[src/rtl/soc_pkg.sv]
// rtl/soc_pkg.sv - shared widths, 8N1 constants and FSM encodings for the UART SoC slice
package soc_pkg;

   // 8N1 framing: one start bit, eight data bits, one stop bit
   localparam int DATA_BITS = 8;
   localparam int BIT_IDX_W = 3;
   localparam int CNT_W     = 16;
   localparam int STATE_W   = 3;

   localparam logic [BIT_IDX_W-1:0] LAST_BIT = 3'(DATA_BITS - 1);

   typedef logic [STATE_W-1:0] tx_state_t;
   typedef logic [STATE_W-1:0] rx_state_t;

   // TX engine states
   localparam tx_state_t TX_IDLE  = 3'd0;
   localparam tx_state_t TX_START = 3'd1;
   localparam tx_state_t TX_DATA  = 3'd2;
   localparam tx_state_t TX_STOP  = 3'd3;
   localparam tx_state_t TX_DONE  = 3'd4;

   // RX engine states; RX_WAIT blocks start detection after a framing error
   localparam rx_state_t RX_IDLE  = 3'd0;
   localparam rx_state_t RX_START = 3'd1;
   localparam rx_state_t RX_DATA  = 3'd2;
   localparam rx_state_t RX_STOP  = 3'd3;
   localparam rx_state_t RX_WAIT  = 3'd4;

endpackage

[src/rtl/soc_uart.sv]
// rtl/soc_uart.sv - 8N1 UART TX and RX engines with per-frame latched baud divider
module soc_uart
   import soc_pkg::*;
#(
   parameter int DIV_WID = 4
)
(
   input  logic                 clk,
   input  logic                 rst_n,
   input  logic [DIV_WID-1:0]   div_factor,
   input  logic [DATA_BITS-1:0] tx_tdata,
   input  logic                 tx_tvalid,
   input  logic                 tx_tlast,
   output logic                 tx_tready,
   output logic                 txd
`ifdef SOC_UART_RX_EN
   ,
   input  logic                 rxd,
   output logic [DATA_BITS-1:0] rx_tdata,
   output logic                 rx_tvalid,
   output logic                 rx_err
`endif
);

   tx_state_t            tx_state;
   logic [DIV_WID-1:0]   tx_div;
   logic [DIV_WID-1:0]   tx_cnt;
   logic [BIT_IDX_W-1:0] tx_bit;
   logic [DATA_BITS-1:0] tx_shift;
   logic                 tx_last;
   logic                 tx_bit_end;
   logic                 tx_accept;

   assign tx_bit_end = (tx_cnt == tx_div);
   // A new byte is taken either from idle or exactly at the end of a stop bit,
   // which keeps consecutive frames gap-free.
   assign tx_tready  = (tx_state == TX_IDLE) ||
                       ((tx_state == TX_STOP) && tx_bit_end && !tx_last);
   assign tx_accept  = tx_tready && tx_tvalid;

   // TX frame sequencing: start, 8 data bits LSB first, stop, then next byte or DONE
   always_ff @(posedge clk or negedge rst_n) begin
      if (!rst_n) begin
         tx_state <= TX_IDLE;
         tx_div   <= '0;
         tx_cnt   <= '0;
         tx_bit   <= '0;
         tx_shift <= '0;
         tx_last  <= 1'b0;
         txd      <= 1'b1;
      end else if (tx_accept) begin
         tx_state <= TX_START;
         tx_div   <= div_factor;
         tx_cnt   <= '0;
         tx_bit   <= '0;
         tx_shift <= tx_tdata;
         tx_last  <= tx_tlast;
         txd      <= 1'b0;
      end else begin
         case (tx_state)
            TX_IDLE: begin
               txd <= 1'b1;
            end
            TX_START: begin
               if (tx_bit_end) begin
                  tx_cnt   <= '0;
                  tx_bit   <= '0;
                  tx_state <= TX_DATA;
                  txd      <= tx_shift[0];
               end else begin
                  tx_cnt <= tx_cnt + DIV_WID'(1);
               end
            end
            TX_DATA: begin
               if (tx_bit_end) begin
                  tx_cnt <= '0;
                  if (tx_bit == LAST_BIT) begin
                     tx_state <= TX_STOP;
                     txd      <= 1'b1;
                  end else begin
                     tx_bit   <= tx_bit + BIT_IDX_W'(1);
                     tx_shift <= tx_shift >> 1;
                     txd      <= tx_shift[1];
                  end
               end else begin
                  tx_cnt <= tx_cnt + DIV_WID'(1);
               end
            end
            TX_STOP: begin
               txd <= 1'b1;
               if (tx_bit_end) begin
                  tx_cnt   <= '0;
                  tx_state <= tx_last ? TX_DONE : TX_IDLE;
               end else begin
                  tx_cnt <= tx_cnt + DIV_WID'(1);
               end
            end
            TX_DONE: begin
               txd <= 1'b1;
            end
            default: begin
               tx_state <= TX_IDLE;
               txd      <= 1'b1;
            end
         endcase
      end
   end

`ifdef SOC_UART_RX_EN
   logic                 sync1;
   logic                 sync2;
   logic                 rx_prev;
   rx_state_t            rx_state;
   logic [DIV_WID-1:0]   rx_div;
   logic [DIV_WID-1:0]   rx_cnt;
   logic [DIV_WID:0]     rx_half;
   logic [BIT_IDX_W-1:0] rx_bit;
   logic [DATA_BITS-1:0] rx_shift;
   logic                 rx_hit;
   logic                 rx_bit_end;

   // Sample point (div+1)/2 always lands before or on the last count of the bit
   assign rx_half    = ({1'b0, rx_div} + (DIV_WID+1)'(1)) >> 1;
   assign rx_hit     = ({1'b0, rx_cnt} == rx_half);
   assign rx_bit_end = (rx_cnt == rx_div);
   assign rx_tdata   = rx_shift;

   // Two-flop synchronizer, idle-high so reset does not look like a start edge
   always_ff @(posedge clk or negedge rst_n) begin
      if (!rst_n) begin
         sync1 <= 1'b1;
         sync2 <= 1'b1;
      end else begin
         sync1 <= rxd;
         sync2 <= sync1;
      end
   end

   // RX frame capture: falling-edge start, mid-bit sampling, stop-bit validation
   always_ff @(posedge clk or negedge rst_n) begin
      if (!rst_n) begin
         rx_state  <= RX_IDLE;
         rx_prev   <= 1'b1;
         rx_div    <= '0;
         rx_cnt    <= '0;
         rx_bit    <= '0;
         rx_shift  <= '0;
         rx_tvalid <= 1'b0;
         rx_err    <= 1'b0;
      end else begin
         rx_prev   <= sync2;
         rx_tvalid <= 1'b0;
         rx_err    <= 1'b0;
         case (rx_state)
            RX_IDLE: begin
               if (rx_prev && !sync2) begin
                  rx_state <= RX_START;
                  rx_cnt   <= '0;
                  rx_div   <= div_factor;
               end
            end
            RX_START: begin
               if (rx_hit && sync2) begin
                  rx_state <= RX_IDLE;
               end else if (rx_bit_end) begin
                  rx_cnt   <= '0;
                  rx_bit   <= '0;
                  rx_state <= RX_DATA;
               end else begin
                  rx_cnt <= rx_cnt + DIV_WID'(1);
               end
            end
            RX_DATA: begin
               if (rx_hit) begin
                  rx_shift <= {sync2, rx_shift[DATA_BITS-1:1]};
               end
               if (rx_bit_end) begin
                  rx_cnt <= '0;
                  if (rx_bit == LAST_BIT) begin
                     rx_state <= RX_STOP;
                  end else begin
                     rx_bit <= rx_bit + BIT_IDX_W'(1);
                  end
               end else begin
                  rx_cnt <= rx_cnt + DIV_WID'(1);
               end
            end
            RX_STOP: begin
               if (rx_hit) begin
                  if (sync2) begin
                     rx_tvalid <= 1'b1;
                     rx_state  <= RX_IDLE;
                  end else begin
                     rx_err   <= 1'b1;
                     rx_state <= RX_WAIT;
                  end
               end else begin
                  rx_cnt <= rx_cnt + DIV_WID'(1);
               end
            end
            RX_WAIT: begin
               if (sync2) begin
                  rx_state <= RX_IDLE;
               end
            end
            default: begin
               rx_state <= RX_IDLE;
            end
         endcase
      end
   end
`endif

endmodule

[src/rtl/soc_top.sv]
// rtl/soc_top.sv - UART SoC top: ITCM message ROM, TX sequencer, optional RX/DTCM (SOC_UART_RX_EN)
module soc_top
   import soc_pkg::*;
#(
   parameter int HCLK_PERIOD  = 10,
   parameter int DIV_WID      = 4,
   parameter int HADDR_WIDTH  = 32,
   parameter int PADDR_WIDTH  = 16,
   parameter int DATA_WIDTH   = 32,
   parameter int ITCM_DEEPTH  = 64,
   parameter int DTCM_DEEPTH  = 64,
   parameter int PSLV_NUM     = 5,
   parameter int HSLV_NUM     = 5,
   parameter int HMAS_NUM     = 5,
   parameter int PSLV_LEN     = 32,
   parameter int HSLV_LEN     = 32,
   parameter int HMAS_LEN     = 32,
   parameter int HBURST_WIDTH = 3,
   parameter int IRQ_LEN      = 16
)
(
   input  logic               hclk,
   input  logic               hresetn,
   input  logic [DIV_WID-1:0] div_factor,
   output logic               uart_txd,
   input  logic               uart_rxd
);

   localparam int ITCM_AW = (ITCM_DEEPTH > 1) ? $clog2(ITCM_DEEPTH) : 1;

   logic [DATA_WIDTH-1:0] itcm_mem [ITCM_DEEPTH];
   logic [DATA_WIDTH-1:0] tx_word;
   logic [ITCM_AW-1:0]    rd_ptr;
   logic                  seq_done;
   logic                  tx_tvalid;
   logic                  tx_tready;
   logic                  tx_tlast;
   logic                  unused_top;

   // ITCM contents are fixed: word i holds the value i
   always_comb begin
      for (int i = 0; i < ITCM_DEEPTH; i++) begin
         itcm_mem[i] = DATA_WIDTH'(i);
      end
   end

   assign tx_word   = itcm_mem[rd_ptr];
   assign tx_tvalid = !seq_done;
   assign tx_tlast  = (rd_ptr == ITCM_AW'(ITCM_DEEPTH - 1));

   // Sequencer walks the ITCM once; the last handshake retires the stream
   always_ff @(posedge hclk or negedge hresetn) begin
      if (!hresetn) begin
         rd_ptr   <= '0;
         seq_done <= 1'b0;
      end else if (tx_tvalid && tx_tready) begin
         if (tx_tlast) begin
            seq_done <= 1'b1;
         end else begin
            rd_ptr <= rd_ptr + ITCM_AW'(1);
         end
      end
   end

`ifdef SOC_UART_RX_EN
   localparam int DTCM_AW = (DTCM_DEEPTH > 1) ? $clog2(DTCM_DEEPTH) : 1;

   logic [DATA_WIDTH-1:0] dtcm_mem [DTCM_DEEPTH];
   logic [DTCM_AW-1:0]    wr_ptr;
   logic [CNT_W-1:0]      rx_count;
   logic [CNT_W-1:0]      rx_err_count;
   logic [DATA_BITS-1:0]  rx_tdata;
   logic                  rx_tvalid;
   logic                  rx_err;

   soc_uart #(.DIV_WID(DIV_WID)) u_uart (
      .clk        (hclk),
      .rst_n      (hresetn),
      .div_factor (div_factor),
      .tx_tdata   (tx_word[DATA_BITS-1:0]),
      .tx_tvalid  (tx_tvalid),
      .tx_tlast   (tx_tlast),
      .tx_tready  (tx_tready),
      .txd        (uart_txd),
      .rxd        (uart_rxd),
      .rx_tdata   (rx_tdata),
      .rx_tvalid  (rx_tvalid),
      .rx_err     (rx_err)
   );

   // DTCM capture write; contents survive reset
   always_ff @(posedge hclk) begin
      if (rx_tvalid) begin
         dtcm_mem[wr_ptr] <= DATA_WIDTH'(rx_tdata);
      end
   end

   // Write pointer wraps, both counters saturate
   always_ff @(posedge hclk or negedge hresetn) begin
      if (!hresetn) begin
         wr_ptr       <= '0;
         rx_count     <= '0;
         rx_err_count <= '0;
      end else begin
         if (rx_tvalid) begin
            wr_ptr <= (wr_ptr == DTCM_AW'(DTCM_DEEPTH - 1)) ? '0 : wr_ptr + DTCM_AW'(1);
            if (rx_count != '1) begin
               rx_count <= rx_count + CNT_W'(1);
            end
         end
         if (rx_err && (rx_err_count != '1)) begin
            rx_err_count <= rx_err_count + CNT_W'(1);
         end
      end
   end

   assign unused_top = ^{tx_word, rx_count, rx_err_count, dtcm_mem[0],
                         32'(HCLK_PERIOD), 32'(HADDR_WIDTH), 32'(PADDR_WIDTH),
                         32'(PSLV_NUM), 32'(HSLV_NUM), 32'(HMAS_NUM),
                         32'(PSLV_LEN), 32'(HSLV_LEN), 32'(HMAS_LEN),
                         32'(HBURST_WIDTH), 32'(IRQ_LEN)};
`else
   soc_uart #(.DIV_WID(DIV_WID)) u_uart (
      .clk        (hclk),
      .rst_n      (hresetn),
      .div_factor (div_factor),
      .tx_tdata   (tx_word[DATA_BITS-1:0]),
      .tx_tvalid  (tx_tvalid),
      .tx_tlast   (tx_tlast),
      .tx_tready  (tx_tready),
      .txd        (uart_txd)
   );

   assign unused_top = ^{tx_word, uart_rxd, 32'(DTCM_DEEPTH),
                         32'(HCLK_PERIOD), 32'(HADDR_WIDTH), 32'(PADDR_WIDTH),
                         32'(PSLV_NUM), 32'(HSLV_NUM), 32'(HMAS_NUM),
                         32'(PSLV_LEN), 32'(HSLV_LEN), 32'(HMAS_LEN),
                         32'(HBURST_WIDTH), 32'(IRQ_LEN)};
`endif

endmodule

[config.mk]
export PLATFORM = sky130hd
export DESIGN_NAME = soc_top
export DESIGN_NICKNAME = d
export VERILOG_FILES = /design/src/rtl/soc_pkg.sv /design/src/rtl/soc_uart.sv /design/src/rtl/soc_top.sv
export SDC_FILE = /design/constraint.sdc
export NUM_CORES = 1
export LEC_CHECK = 0
export CAP_MARGIN = 0
export CORE_MARGIN = 10
export CORE_UTILIZATION = 55
export CTS_BUF_LIST = sky130_fd_sc_hd__clkbuf_8
export DETAILED_ROUTE_END_ITERATION = 12
export GPL_ROUTABILITY_DRIVEN = 0
export PLACE_DENSITY = 0.8
export SLEW_MARGIN = 20
export SYNTH_ARGS = -nofsm -noshare
export SYNTH_HDL_FRONTEND = slang
export SYNTH_HIERARCHICAL = 1
export SYNTH_SLANG_ARGS = --single-unit
[constraint.sdc]
create_clock -name hclk -period 2.9 [get_ports hclk]
set_input_delay 0.29 -clock hclk [delete_from_list [all_inputs] [get_ports hclk]]
set_output_delay 0.29 -clock hclk [all_outputs]
set_load 0.02 [all_outputs]
* Word-level counts from Yosys, hierarchy flattened *
Memory sizes are Yosys's and may differ from the RTL's.
Cells that the tools add are included.

storage, ports and cells
  register bits after elaboration = 31
  ROM bits = 2,048
  input port bits = 7
  output and inout port bits = 1
  word-level logic and storage cells = 75
  memories = 1

memory list
  memory           words  bits a word  rd ports  clocked after Yosys merged registers in  write ports  line           RTL
  (no name shown)  64     32           1         0                                        0            soc_top.sv:47  assign tx_word = itcm_mem[rd_ptr];

operators by class
  add/subtract/negate cells = 3
  magnitude comparators = 1
  eq/ne operators = 14
  multiplexer cells = 26
  bitwise gates (word level) = 2
  reduce and logical (&&, ||, !) cells = 19

operators with widths
  kind                   number
  $mux W8                6
  $mux W3                10
  $mux W4                3
  $ne A3 B1 Y1 const B   4
  $pmux W3 S4            1
  $ge A7 B7 Y1 const B   1
  $not A6 Y7             1
  $add A6 B1 Y6 const B  1
  $eq A3 B2 Y1 const B   2
  $eq A3 B3 Y1 const B   2
  $eq A6 B6 Y1 const B   1
  $pmux W3 S2            1
  $reduce_and A2 Y1      3
  $reduce_bool A2 Y1     3
  $reduce_and A5 Y1      1
  $add A4 B1 Y4 const B  1
  $eq A4 B4 Y1           1
  $mux W1                4
  $ne A2 B1 Y1 const B   2
  $reduce_and A4 Y1      1
  $add A3 B1 Y3 const B  1
  $eq A3 B1 Y1 const B   1
  $logic_and A1 B1 Y1    3
  $logic_not A3 Y1       1
  9 further kinds        10

* Depth between registers and ports, before layout *
  depth after elaboration = 7
  mapped depth = 7
  mapped depth without buffers = 6

* Modules after synthesis *
Netlist, hierarchy kept.

by module, submodules not included
  module    times used  cells an instance  area each (um^2)
  soc_uart  1           126                1,267.5
  soc_top   1           30                 362.8

* Worst setup path after synthesis *
OpenSTA, ideal clock, no wires.

  path type = reg-to-reg
  from = register u_uart.tx_cnt[0]
  to = register rd_ptr[3]
  setup time = 0.127 ns
  data arrival time = 2.042 ns
  data required time = 2.773 ns
  slack = 0.731 ns
  cell stages (with the launch flop) = 8
  path buffers = 1
  path through = dfrtp_1 -> xor2_2 -> nor4_4 -> a41o_1 -> clkbuf_1 -> nor2b_4 -> nand4_1 -> mux2_1

between the ends
  cells in the longest elaborated chain, start to end = 6

RTL lines
  item                              line            RTL
  start, declared                   soc_uart.sv:27  logic [DIV_WID-1:0] tx_cnt;
  start signal, assigned            soc_uart.sv:71  tx_cnt <= tx_cnt + DIV_WID'(1);
  start signal, assigned            soc_uart.sv:86  tx_cnt <= tx_cnt + DIV_WID'(1);
  start signal, assigned            soc_uart.sv:95  tx_cnt <= tx_cnt + DIV_WID'(1);
  $eq A4 B4 Y1                      soc_uart.sv:34  assign tx_bit_end = (tx_cnt == tx_div);
  $logic_and A1 B1 Y1 (2 in a row)  soc_uart.sv:38  ((tx_state == TX_STOP) && tx_bit_end && !tx_last);
  $logic_or A1 B1 Y1                soc_uart.sv:37  assign tx_tready = (tx_state == TX_IDLE) ||
  via tx_tready                     soc_top.sv:36   logic tx_tready;
  $logic_and A1 B1 Y1               soc_top.sv:56   end else if (tx_tvalid && tx_tready) begin
  $reduce_and A2 Y1 (no line)       -
  end signal, assigned              soc_top.sv:60   rd_ptr <= rd_ptr + ITCM_AW'(1);
  end, declared                     soc_top.sv:33   logic [ITCM_AW-1:0] rd_ptr;

The timed path passes the listed nets, and every way through them passes these cells.
A chain may end at the register's enable or synchronous reset.

* Worst setup path in the final report *
  from = register u_uart.tx_cnt[0]
  to = register u_uart.tx_shift[6]

between the ends
  cells in the longest elaborated chain, start to end = 7
  elaborated cells on any way between the ends = 10
  classes of those cells = eq/ne: 2; mux: 1; reduce/logical: 7

RTL lines
  item                                                                 line            RTL
  $eq A4 B4 Y1 *                                                       soc_uart.sv:34
  $logic_and A1 B1 Y1 * (2 in a row)                                   soc_uart.sv:38
  $logic_or A1 B1 Y1 *                                                 soc_uart.sv:37
  via tx_tready                                                        soc_top.sv:36
  $logic_and A1 B1 Y1 *                                                soc_uart.sv:39  assign tx_accept = tx_tready && tx_tvalid;
  $ne A2 B1 Y1 (no line) / $reduce_bool A2 Y1 (equally long branches)  -
  $reduce_and A3 Y1 (no line)                                          -
  end signal, assigned                                                 soc_uart.sv:56  tx_shift <= tx_tdata;
  end signal, assigned                                                 soc_uart.sv:82  tx_shift <= tx_shift >> 1;
  end, declared                                                        soc_uart.sv:29  logic [DATA_BITS-1:0] tx_shift;

The timed path passes the listed nets; every way through them passes the cells marked *.

==> metrics.txt <==
switching pwr between 0.0006 and 0.0007 W; Crit. Startpoint u_uart/tx_cnt[0]; Die H around 74 um; first-pass GRT wire length ~5 mm; worst-skew pair later-pin latency about 0.27 ns; synth unique cells 43; CTS Buffer Depth 2; # rows 19; VDD IR max about 0.64 mV; Initial Util 0.581; Seq cells post-synth 31; unrepaired setup endpoints after global routing no; Worst Skew between 0.005 and 0.006 ns; largest net degree at the start of global routing 32; most used flip-flop cell after synthesis dfrtp_1; WL/cell between 10 and 15 um; CTS tree built; Mean Syn Cell Area 10.5 sq um; Tightest Pin Transition about 0.55 ns; area of the core around 0.0028 sq mm; vias per inst between 5 and 6; Pint 0.00116 W; cts hold-fix bufs 0; post-layout util 0.644; crit path DAT about 2.5 ns; P_leak slightly below 0.8 nW; ANT cells 0; R2R setup slack around 0.56 ns; DR vias approximately 1.2k; final antenna-violating net count 0; die area around 0.0055 sq mm; mapped cell area about 0.0016 sq mm; 1st-pass router iterations 4; share of layout cells above drive strength 1 0.163; Reg power frac 0.416; maxcap violations 0; Pwr per Cell Area ~1000 mW/mm^2; setup_tns 0 ns; Sw Ratio 0.366; H-tree depth 2; Rel. slew slack 0.630; reg2reg start u_uart/tx_cnt[0]; initial antenna violation count 0; DPL Wire Length slightly above 2 mm; root buf cell clkbuf_8; yosys warns 6; fmax 428 MHz; Seq/Total Area, Yosys 0.477; critical path fanouts, max 13; number of CTS-inserted buffers 5; Sink Count 31; Setup WS pre-CTS 0.552 ns; Iteration-0 DRC Markers between 70 and 80; Clk pwr share 0.194; Worst Setup Start Kind flip-flop; Clock transition at path regs ~0.060 ns; Worst Hold Class input pin to asynchronous set/reset pin; critical setup path kind flip-flop to flip-flop; final hold viol count 0; final WL roughly 2.9 mm; max-slew violation count 0; WP data required between 3 and 4 ns; gr ovfl total 0; Mapped Cells 156; Tmin final 2.34 ns; Setup WS post-layout 0.564 ns; outcome finished, final reports clean; setup bufs post-CTS 0; IO buf count 6; io pins 8; Chip Width ~74 um; Final nets between 150 and 200; vias in the first global route between 1k and 1.5k; area delta synth->final 10.8%; post-CTS sizing 0; DR DRC count 0; GRT Util Overall 0.114; number of flops mapped to enable cells by yosys 0; Comb power frac 0.390; asr flop ratio synth 1.00; final setup vio count 0; Final Cycle Share 0.805; CP endpoint kind flip-flop
## logic make-up after synthesis
logic type,share of synthesized area
adder cells (fa/ha/maj),0.0307
flip-flops,0.477
other,0.00230
AND/OR/NAND/NOR,0.184
XOR/XNOR,0.0476
AO/OA/AOI/OAI,0.120
multiplexers,0.0975
buffers and inverters,0.0414
## worst max-delay path, stage by stage, from the launching register on
cell and delay (ns):
dfrtp_1 0.44, xor2_2 0.18, nor4_4 0.29, a41o_1 0.45
and2_1 0.45, buf_4 0.27, o21ai_0 0.12
## through the flow
| stage | cell area (sq um) | total power, W | instances | hold WS, ns |
|---|---|---|---|---|
| floorplan | 1630 | 0.00133 | 157 | -0.00559 |
| CTS | 1810 | 0.00185 | 197 | 0.420 |
| global placement | 1710 | 0.00143 | 189 | 0.508 |
| detailed placement | 1710 | 0.00148 | 189 | 0.512 |
| finish | 1810 | 0.00183 | 197 | 0.405 |
| global route | 1810 | 0.00197 | 197 | 0.433 |
## layout make-up
class                           count  area [sq um]
Timing Repair Buffer                9          82.6
Tap cell                           31          38.8
Clock buffer                        7          96.3
Sequential cell                    31           777
Inverter                            5          18.8
Clock inverter                      1          3.75
Fill cell                         217           998
Multi-Input combinational cell    113           790
## cells in the final DEF, fill, tap and decap left out, drive strengths merged, types with 2 or more instances in the layout
cell / instances
inv: 6
or2: 3
nor3: 2
conb: 2
nand3: 12
nor2b: 3
clkbuf: 7
buf: 3
o21ai: 14
xor2: 5
ha: 4
nor2: 10
clkdlybuf4s50: 6
nand3b: 2
a21oi: 9
xnor2: 3
nand2b: 2
mux2i: 8
mux2: 6
dfrtp: 30
nand2: 13
## registers in the layout, indices dropped and copies added (netlist names)
name / count
seq_done: 1
u_uart/tx_bit: 3
u_uart/tx_div: 4
u_uart/tx_state: 3
u_uart/tx_last: 1
u_uart/tx_cnt: 4
u_uart/tx_shift: 8
u_uart/txd: 1
rd_ptr: 6
## layer usage
layer	vias up	GRT usage	wire, um
li1	560	-	-
met1	575	0.137	1290
met2	11	0.188	1450
met3	4	0.0346	100
met4	0	0.0441	29
met5	-	0	0
## path summary, 6_finish.rpt
| check | endpoint | depth (start not counted) |
|---|---|---|
| min | u_uart/tx_bit[2] | 2 |
| max in group asynchronous | u_uart/txd | 2 |
| max reg2reg | u_uart/tx_shift[6] | 6 |
| max | u_uart/tx_shift[6] | 6 |
| min reg2reg | rd_ptr[4] | 1 |
| min in group hclk | rd_ptr[4] | 1 |
## power by group through the flow
| stage | Clock [W] | Sequential [W] | Combinational [W] |
|---|---|---|---|
| final | 0.000356 | 0.000762 | 0.000715 |
| after global routing | 0.000380 | 0.000786 | 0.000800 |
| after CTS | 0.000365 | 0.000759 | 0.000723 |
| after detailed placement | 0 | 0.000765 | 0.000717 |
| after global placement | 0 | 0.000755 | 0.000675 |
| after floorplan | 0 | 0.000732 | 0.000601 |
## synthesized netlist by cell type (2+ instances only)
cell type / n / area share
a21oi_1: 9 / 0.028
buf_2: 3 / 0.0092
buf_6: 2 / 0.014
clkbuf_1: 3 / 0.0069
dfrtp_1: 30 / 0.46
ha_1: 4 / 0.031
inv_1: 5 / 0.012
mux2_2: 2 / 0.014
mux2_4: 3 / 0.028
mux2i_1: 8 / 0.049
nand2_1: 13 / 0.030
nand2b_1: 2 / 0.0077
nand3_1: 11 / 0.034
nand3b_1: 2 / 0.0092
nor2_1: 10 / 0.023
nor2b_1: 2 / 0.0077
nor3_1: 2 / 0.0061
o21ai_0: 13 / 0.040
or2_2: 3 / 0.012
xnor2_1: 3 / 0.016
xor2_1: 4 / 0.021
Power figures use the tool's default switching activity.
